**config.mk**
```make
export PLATFORM = sky130hd
export DESIGN_NAME = branch_predictor
export DESIGN_NICKNAME = d
export VERILOG_FILES = /design/src/rtl/branch_predictor.sv
export SDC_FILE = /design/constraint.sdc
export NUM_CORES = 2
export LEC_CHECK = 0
export CORE_UTILIZATION = 55
export CTS_CLUSTER_SIZE = 40
export DETAILED_ROUTE_END_ITERATION = 7
export DONT_BUFFER_PORTS = 1
export PLACE_DENSITY_LB_ADDON = 0.25
export RECOVER_POWER = 50
export SLEW_MARGIN = 20
export SYNTH_ARGS = -nofsm -noshare
export SYNTH_HDL_FRONTEND = slang
export SYNTH_SLANG_ARGS = --single-unit
```
**constraint.sdc**
```tcl
create_clock -name clk -period 10.1 [get_ports clk]
set_clock_uncertainty 0.2 [all_clocks]
set_input_delay 2.02 -clock clk [delete_from_list [all_inputs] [get_ports clk]]
set_output_delay 2.02 -clock clk [all_outputs]
set_load 0.01 [all_outputs]
```
**src/rtl/branch_predictor.sv**
```systemverilog
// Direct-mapped branch predictor: BHT of 2-bit saturating counters combined with a BTB.
// Prediction is registered one cycle after fetch; execute-side updates also drive flush and statistics.
module branch_predictor #(
  parameter int         XLEN     = 32,
  parameter int         IDX_W    = 6,
  parameter logic [1:0] CNT_INIT = 2'b01
) (
  input  logic            clk,
  input  logic            rst_n,
  input  logic            if_valid,
  input  logic [XLEN-1:0] if_pc,
  output logic            pred_valid,
  output logic            pred_taken,
  output logic [XLEN-1:0] pred_target,
  input  logic            ex_valid,
  input  logic [XLEN-1:0] ex_pc,
  input  logic [2:0]      ex_branch,
  input  logic            ex_taken,
  input  logic [XLEN-1:0] ex_target,
  input  logic            ex_pred_taken,
  input  logic [XLEN-1:0] ex_pred_target,
  output logic            ex_mispredict,
  output logic [31:0]     stat_branches,
  output logic [31:0]     stat_mispred
);

  localparam int DEPTH = 1 << IDX_W;
  localparam int TAG_W = XLEN - IDX_W - 2;

  logic            tbl_valid  [DEPTH];
  logic [TAG_W-1:0] tbl_tag   [DEPTH];
  logic            tbl_jump   [DEPTH];
  logic [1:0]      tbl_cnt    [DEPTH];
  logic [XLEN-1:0] tbl_target [DEPTH];

  logic [IDX_W-1:0] if_idx, ex_idx;
  logic [TAG_W-1:0] if_tag, ex_tag;
  logic             if_hit, if_taken, ex_hit, ex_is_branch;
  logic [XLEN-1:0]  if_next;

  logic             wr_en, wr_valid, wr_jump;
  logic [1:0]       wr_cnt;
  logic [XLEN-1:0]  wr_target;

  logic [31:0]      stat_branches_q, stat_mispred_q;
  logic             unused_pc_bits;

  assign if_idx = if_pc[IDX_W+1:2];
  assign if_tag = if_pc[XLEN-1:IDX_W+2];
  assign ex_idx = ex_pc[IDX_W+1:2];
  assign ex_tag = ex_pc[XLEN-1:IDX_W+2];
  assign unused_pc_bits = ^{if_pc[1:0], ex_pc[1:0]};

  // Reads happen before this cycle's write lands, so a same-index fetch sees the old entry.
  assign if_hit   = tbl_valid[if_idx] && (tbl_tag[if_idx] == if_tag);
  assign if_taken = if_hit && (tbl_jump[if_idx] || tbl_cnt[if_idx][1]);
  assign if_next  = if_taken ? tbl_target[if_idx] : if_pc + XLEN'(4);

  assign ex_hit = tbl_valid[ex_idx] && (tbl_tag[ex_idx] == ex_tag);
  assign ex_is_branch = ex_valid && (ex_branch[2] || (ex_branch == 3'b001) || (ex_branch == 3'b010));

  assign ex_mispredict = ex_valid && rst_n &&
                         ((ex_pred_taken != ex_taken) ||
                          (ex_taken && (ex_pred_target != ex_target)));

  always_comb begin
    wr_en     = 1'b0;
    wr_valid  = 1'b1;
    wr_jump   = 1'b0;
    wr_cnt    = tbl_cnt[ex_idx];
    wr_target = tbl_target[ex_idx];
    if (ex_valid) begin
      case (ex_branch)
        3'b001, 3'b010: begin
          wr_en     = 1'b1;
          wr_jump   = 1'b1;
          wr_cnt    = 2'b11;
          wr_target = ex_target;
        end
        3'b000: begin
          // A non-branch hitting an entry means the entry aliases this PC; drop it.
          if (ex_hit) begin
            wr_en    = 1'b1;
            wr_valid = 1'b0;
            wr_jump  = tbl_jump[ex_idx];
          end
        end
        3'b011: wr_en = 1'b0;
        default: begin
          if (ex_hit) begin
            wr_en = 1'b1;
            if (ex_taken) begin
              wr_cnt    = (tbl_cnt[ex_idx] == 2'b11) ? 2'b11 : tbl_cnt[ex_idx] + 2'd1;
              wr_target = ex_target;
            end else begin
              wr_cnt = (tbl_cnt[ex_idx] == 2'b00) ? 2'b00 : tbl_cnt[ex_idx] - 2'd1;
            end
          end else if (ex_taken) begin
            wr_en     = 1'b1;
            wr_cnt    = 2'b10;
            wr_target = ex_target;
          end
        end
      endcase
    end
  end

  always_ff @(posedge clk) begin
    if (!rst_n) begin
      for (int i = 0; i < DEPTH; i++) begin
        tbl_valid[i] <= 1'b0;
        tbl_cnt[i]   <= CNT_INIT;
      end
    end else if (wr_en) begin
      tbl_valid[ex_idx] <= wr_valid;
      tbl_cnt[ex_idx]   <= wr_cnt;
    end
  end

  // Tag, type and target are only meaningful under a valid bit, so they carry no reset.
  always_ff @(posedge clk) begin
    if (rst_n && wr_en) begin
      tbl_tag[ex_idx]    <= ex_tag;
      tbl_jump[ex_idx]   <= wr_jump;
      tbl_target[ex_idx] <= wr_target;
    end
  end

  always_ff @(posedge clk) begin
    if (!rst_n) begin
      pred_valid      <= 1'b0;
      pred_taken      <= 1'b0;
      pred_target     <= '0;
      stat_branches_q <= '0;
      stat_mispred_q  <= '0;
    end else begin
      pred_valid <= if_valid;
      if (if_valid) begin
        pred_taken  <= if_taken;
        pred_target <= if_next;
      end
      if (ex_is_branch && (stat_branches_q != 32'hFFFF_FFFF))
        stat_branches_q <= stat_branches_q + 32'd1;
      if (ex_mispredict && (stat_mispred_q != 32'hFFFF_FFFF))
        stat_mispred_q <= stat_mispred_q + 32'd1;
    end
  end

  assign stat_branches = stat_branches_q;
  assign stat_mispred  = stat_mispred_q;

endmodule
```
==> metrics.md <==
| Metric | Value |
|---|---|
| Tot Pwr | `0.0345 W` |
| FMAX | `0.111 GHz` |
| Tot GR Track Use | `35.7%` |
| Final GP Congestion | `0.929` |
| Row cnt | `about 200` |
| Distinct cells, synth | `96` |
| Hold_ws | `0.313 ns` |
| Critical path's largest stage delay | `1.97 ns` |
| PD cells | `about 180 mW/mm^2` |
| WP data arrival | `9.42 ns` |
| Largest net degree at the start of global routing | `418` |
| Vias in the first global route | `just under 100k` |
| Die ar. | `0.310 mm^2` |
| Worst Tran Pin Value | `approximately 2.8 ns` |
| Critical path required time | `10.54 ns` |
| Global-route wire length before repair | `763 mm` |
| Width of the die | `557 um` |
| Crit start category | `primary input` |
| Initial DRC count | `17000` |
| Most frequent cells in the layout | `edfxtp_1, mux4_2, mux2i_1, clkbuf_16, nand2_1` |
| Fin Setup TNS | `0 ns` |
| Hold Path Class | `flop to flop` |
| Clock power share | `around two fifths` |
| Post-Synth Adder-Cell Area | `0.0222%` |
| Largest family of logic cells by synthesized area | `multiplexers` |
| TritonCTS Buffers | `399` |
| DRC | `0` |
| Unrepaired setup endpoints after global routing | `no` |
| Top delay family on crit path | `buffers and inverters` |
| Lkg Pwr | `58.0 nW` |
| H-Tree Level Count | `5` |
| Core ar. | `0.306 mm^2` |
| Setup Fix Bufs, Post-CTS | `0` |
| Hold wc startpoint | `tbl_valid[54]$_DFF_P_` |
| Syn_nets | `9087` |
| Internal cell power | `0.0269 W` |
| DP HPWL | `304 mm` |
| Slew headroom | `-89.5%` |
| Register bit count reported by yosys | `3938` |
| XOR/XNOR share of the synthesized area | `less than 1%` |
| Most common cell after layout, fill and taps aside | `edfxtp_1` |
| Share of the clock period used by the worst path | `88.9%` |
| Syn avg cell area | `18.9 um^2` |
| Fraction of layout cells with a size suffix above 1 | `24.8%` |
| DR WL/cell | `about 42 um` |
| Post-synthesis cell area | `approximately 0.17 mm^2` |
| Register clock-pin slew on the reported worst setup and hold paths | `approximately 0.060 ns` |
| Root Driver | `clkbuf_16` |
| Sw Ratio | `22.1%` |
| Sequential Power Share | `52.2%` |
| CP Class | `primary input to flop` |
| Psw | `0.00761 W` |
| Critical Path Sink Type | `flop` |
| Cell count after synthesis | `8947` |
| Mux cell area share after synthesis | `19.1%` |
| Grt total ovfl | `0` |
| Comb pwr share | `under 10%` |
| First drt pass iteration count | `7` |
| Crit path launch | `ex_pc[2]` |
| Synth async-reset ratio | `0%` |
| Status | `complete, but fails checks` |
| Failing checks | `capacitance limit, slew limit` |
| Yosys warnings | `0` |
| Tmin final | `8.98 ns` |
| CTS tree | `built` |
| Via density | `7.54` |
| Crit Path Max Fanout | `114` |
| DR vias | `101000` |
| Max-slew violations | `around 360` |
| Die Y | `between 500 and 600 um` |
| Peak VDD IR | `0.205 mV` |
| Most used flip-flop cell after synthesis | `edfxtp_1` |
| Final core occ | `between 60% and 70%` |
| Area grow syn2layout | `10.7%` |
| Maxcap violations | `12` |
| Post-Route WL | `approximately 560 mm` |
| Cell Chain, Critical Path | `buf_16 -> nor2b_1 -> clkbuf_1 -> a221oi_1 -> nor3_1 -> a2111oi_0 -> nand4_1 -> xor2_1 -> nor4_1 -> nand3_1 -> nor2b_1 -> a32oi_4 -> buf_12 -> nor3_2 -> buf_4` |
| Simple-Gate Fraction of Synth Area | `3.99%` |
| Slowest CP cell | `clkbuf_1` |
| IO buf count | `0` |
| Clock Path Buffers | `4` |
| Worst-Skew Late Latency | `around 1.0 ns` |
| # hold bufs at CTS | `0` |
| Nets | `9072` |
| Endpoints failing setup | `0` |
| Initial antenna violation count | `39` |
| Post-synthesis compound-gate area fraction | `4.94%` |
| Final hold violations | `0` |
| I/O pins | `roughly 240` |
| Routed Antenna Nets | `0` |
| CTS sink cnt | `roughly 3900` |
| Post-synth EDFFs | `3776` |
| Cell mode on critical path | `nor2b_1` |
| Buf+Inv Stages, Crit Path | `4` |
| Worst R2R Start | `tbl_tag[37][1]$_DFFE_PP_` |
| Starting Density | `55.3%` |
| Post-CTS sizing | `0` |
| Sequential area share after synthesis | `68.9%` |
[worst register-to-register path, stage by stage, from the launching register on]
cell,delay [ns]
edfxtp_1,0.40
mux4_2,0.48
mux2i_1,0.34
o22ai_1,0.19
nor4_2,1.05
o221ai_1,0.22
nor4_1,0.26
nand3_1,0.51
nor2b_1,0.56
a32oi_4,0.18
buf_12,0.26
nor3_2,0.84
buf_4,0.39
[cells by family (layout without fill, tap and decap cells)]
group,Yosys count,count (layout)
mux,1705,1705
xor+xnor,156,156
fa+ha+maj,3,3
compound gates,1149,1149
buf+inv,747,1059
other cells,0,20
simple gates,1249,1249
flops,3938,3938
[registers in the layout (all words and copies together) (netlist names)]
name           flops
pred_taken         1
pred_target       32
pred_valid         1
stat_branches     32
stat_mispred      32
tbl_cnt          128
tbl_jump          64
tbl_tag         1536
tbl_target      2048
tbl_valid         64
[metrics by stage]
| step | instance area, um^2 | setup WS, ns | std cells |
|---|---|---|---|
| after floorplan | 169000 | 2.69 | 8947 |
| after global placement | 175000 | 0.220 | 12600 |
| after detailed placement | 175000 | 0.603 | 12600 |
| after CTS | 187000 | 1.62 | 13400 |
| after global routing | 187000 | 1.24 | 13400 |
| final | 187000 | 1.12 | 13400 |
[metal layers]
metal | track usage (%) | up-vias | share of wire, %
li1 | - | 37900 | -
met1 | 45.0 | 52200 | 33
met2 | 53.9 | 8544 | 45
met3 | 9.99 | 2115 | 13
met4 | 25.0 | 36 | 8.4
met5 | 0.281 | - | 0.042
[area by class of cell]
class,instances,area (um^2)
Fill cell,21300,119000
Sequential cell,3938,117000
Multi-Input combinational cell,4262,49800
Clock buffer,488,10500
Tap cell,4100,5130
Timing Repair Buffer,313,3050
Clock inverter,240,2120
Inverter,18,86.3
Antenna cell,20,50.0
[cells in the mapped netlist (83+ instances only)]
cell      count  area share (%)
xnor2_1      83            0.43
mux4_2     1202              16
nor4_1      104            0.38
dfxtp_1     162             1.9
mux2i_1     460             2.7
clkbuf_1    322            0.71
nor3_1      203            0.60
o31ai_1     144            0.64
a221oi_1    147            0.76
a21oi_1     148            0.44
edfxtp_1   3776              67
nand2_1     271            0.60
nor2_1      185            0.41
o21ai_0     113            0.33
a22oi_1     177            0.79
buf_2       225            0.67
[final timing paths]
| check | end | slack, ns | cells past startpoint |
|---|---|---|---|
| worst min-delay path | tbl_valid[54]$_DFF_P_ | 0.31 | 2 |
| worst min register to register | tbl_valid[54]$_DFF_P_ | 0.31 | 2 |
| worst max-delay path | tbl_tag[22][10]$_DFFE_PP_ | 1.12 | 15 |
| worst max register to register | tbl_tag[22][10]$_DFFE_PP_ | 3.89 | 12 |
[power by group through the flow]
stage	Combinational, W	Clock (W)	Sequential [W]
after floorplan	0.00138	0	0.0183
after global placement	0.00187	0	0.0183
after detailed placement	0.00189	0	0.0183
after CTS	0.00190	0.0145	0.0180
after global routing	0.00203	0.0151	0.0180
final	0.00200	0.0145	0.0180
(Power assumes the default switching activity.)
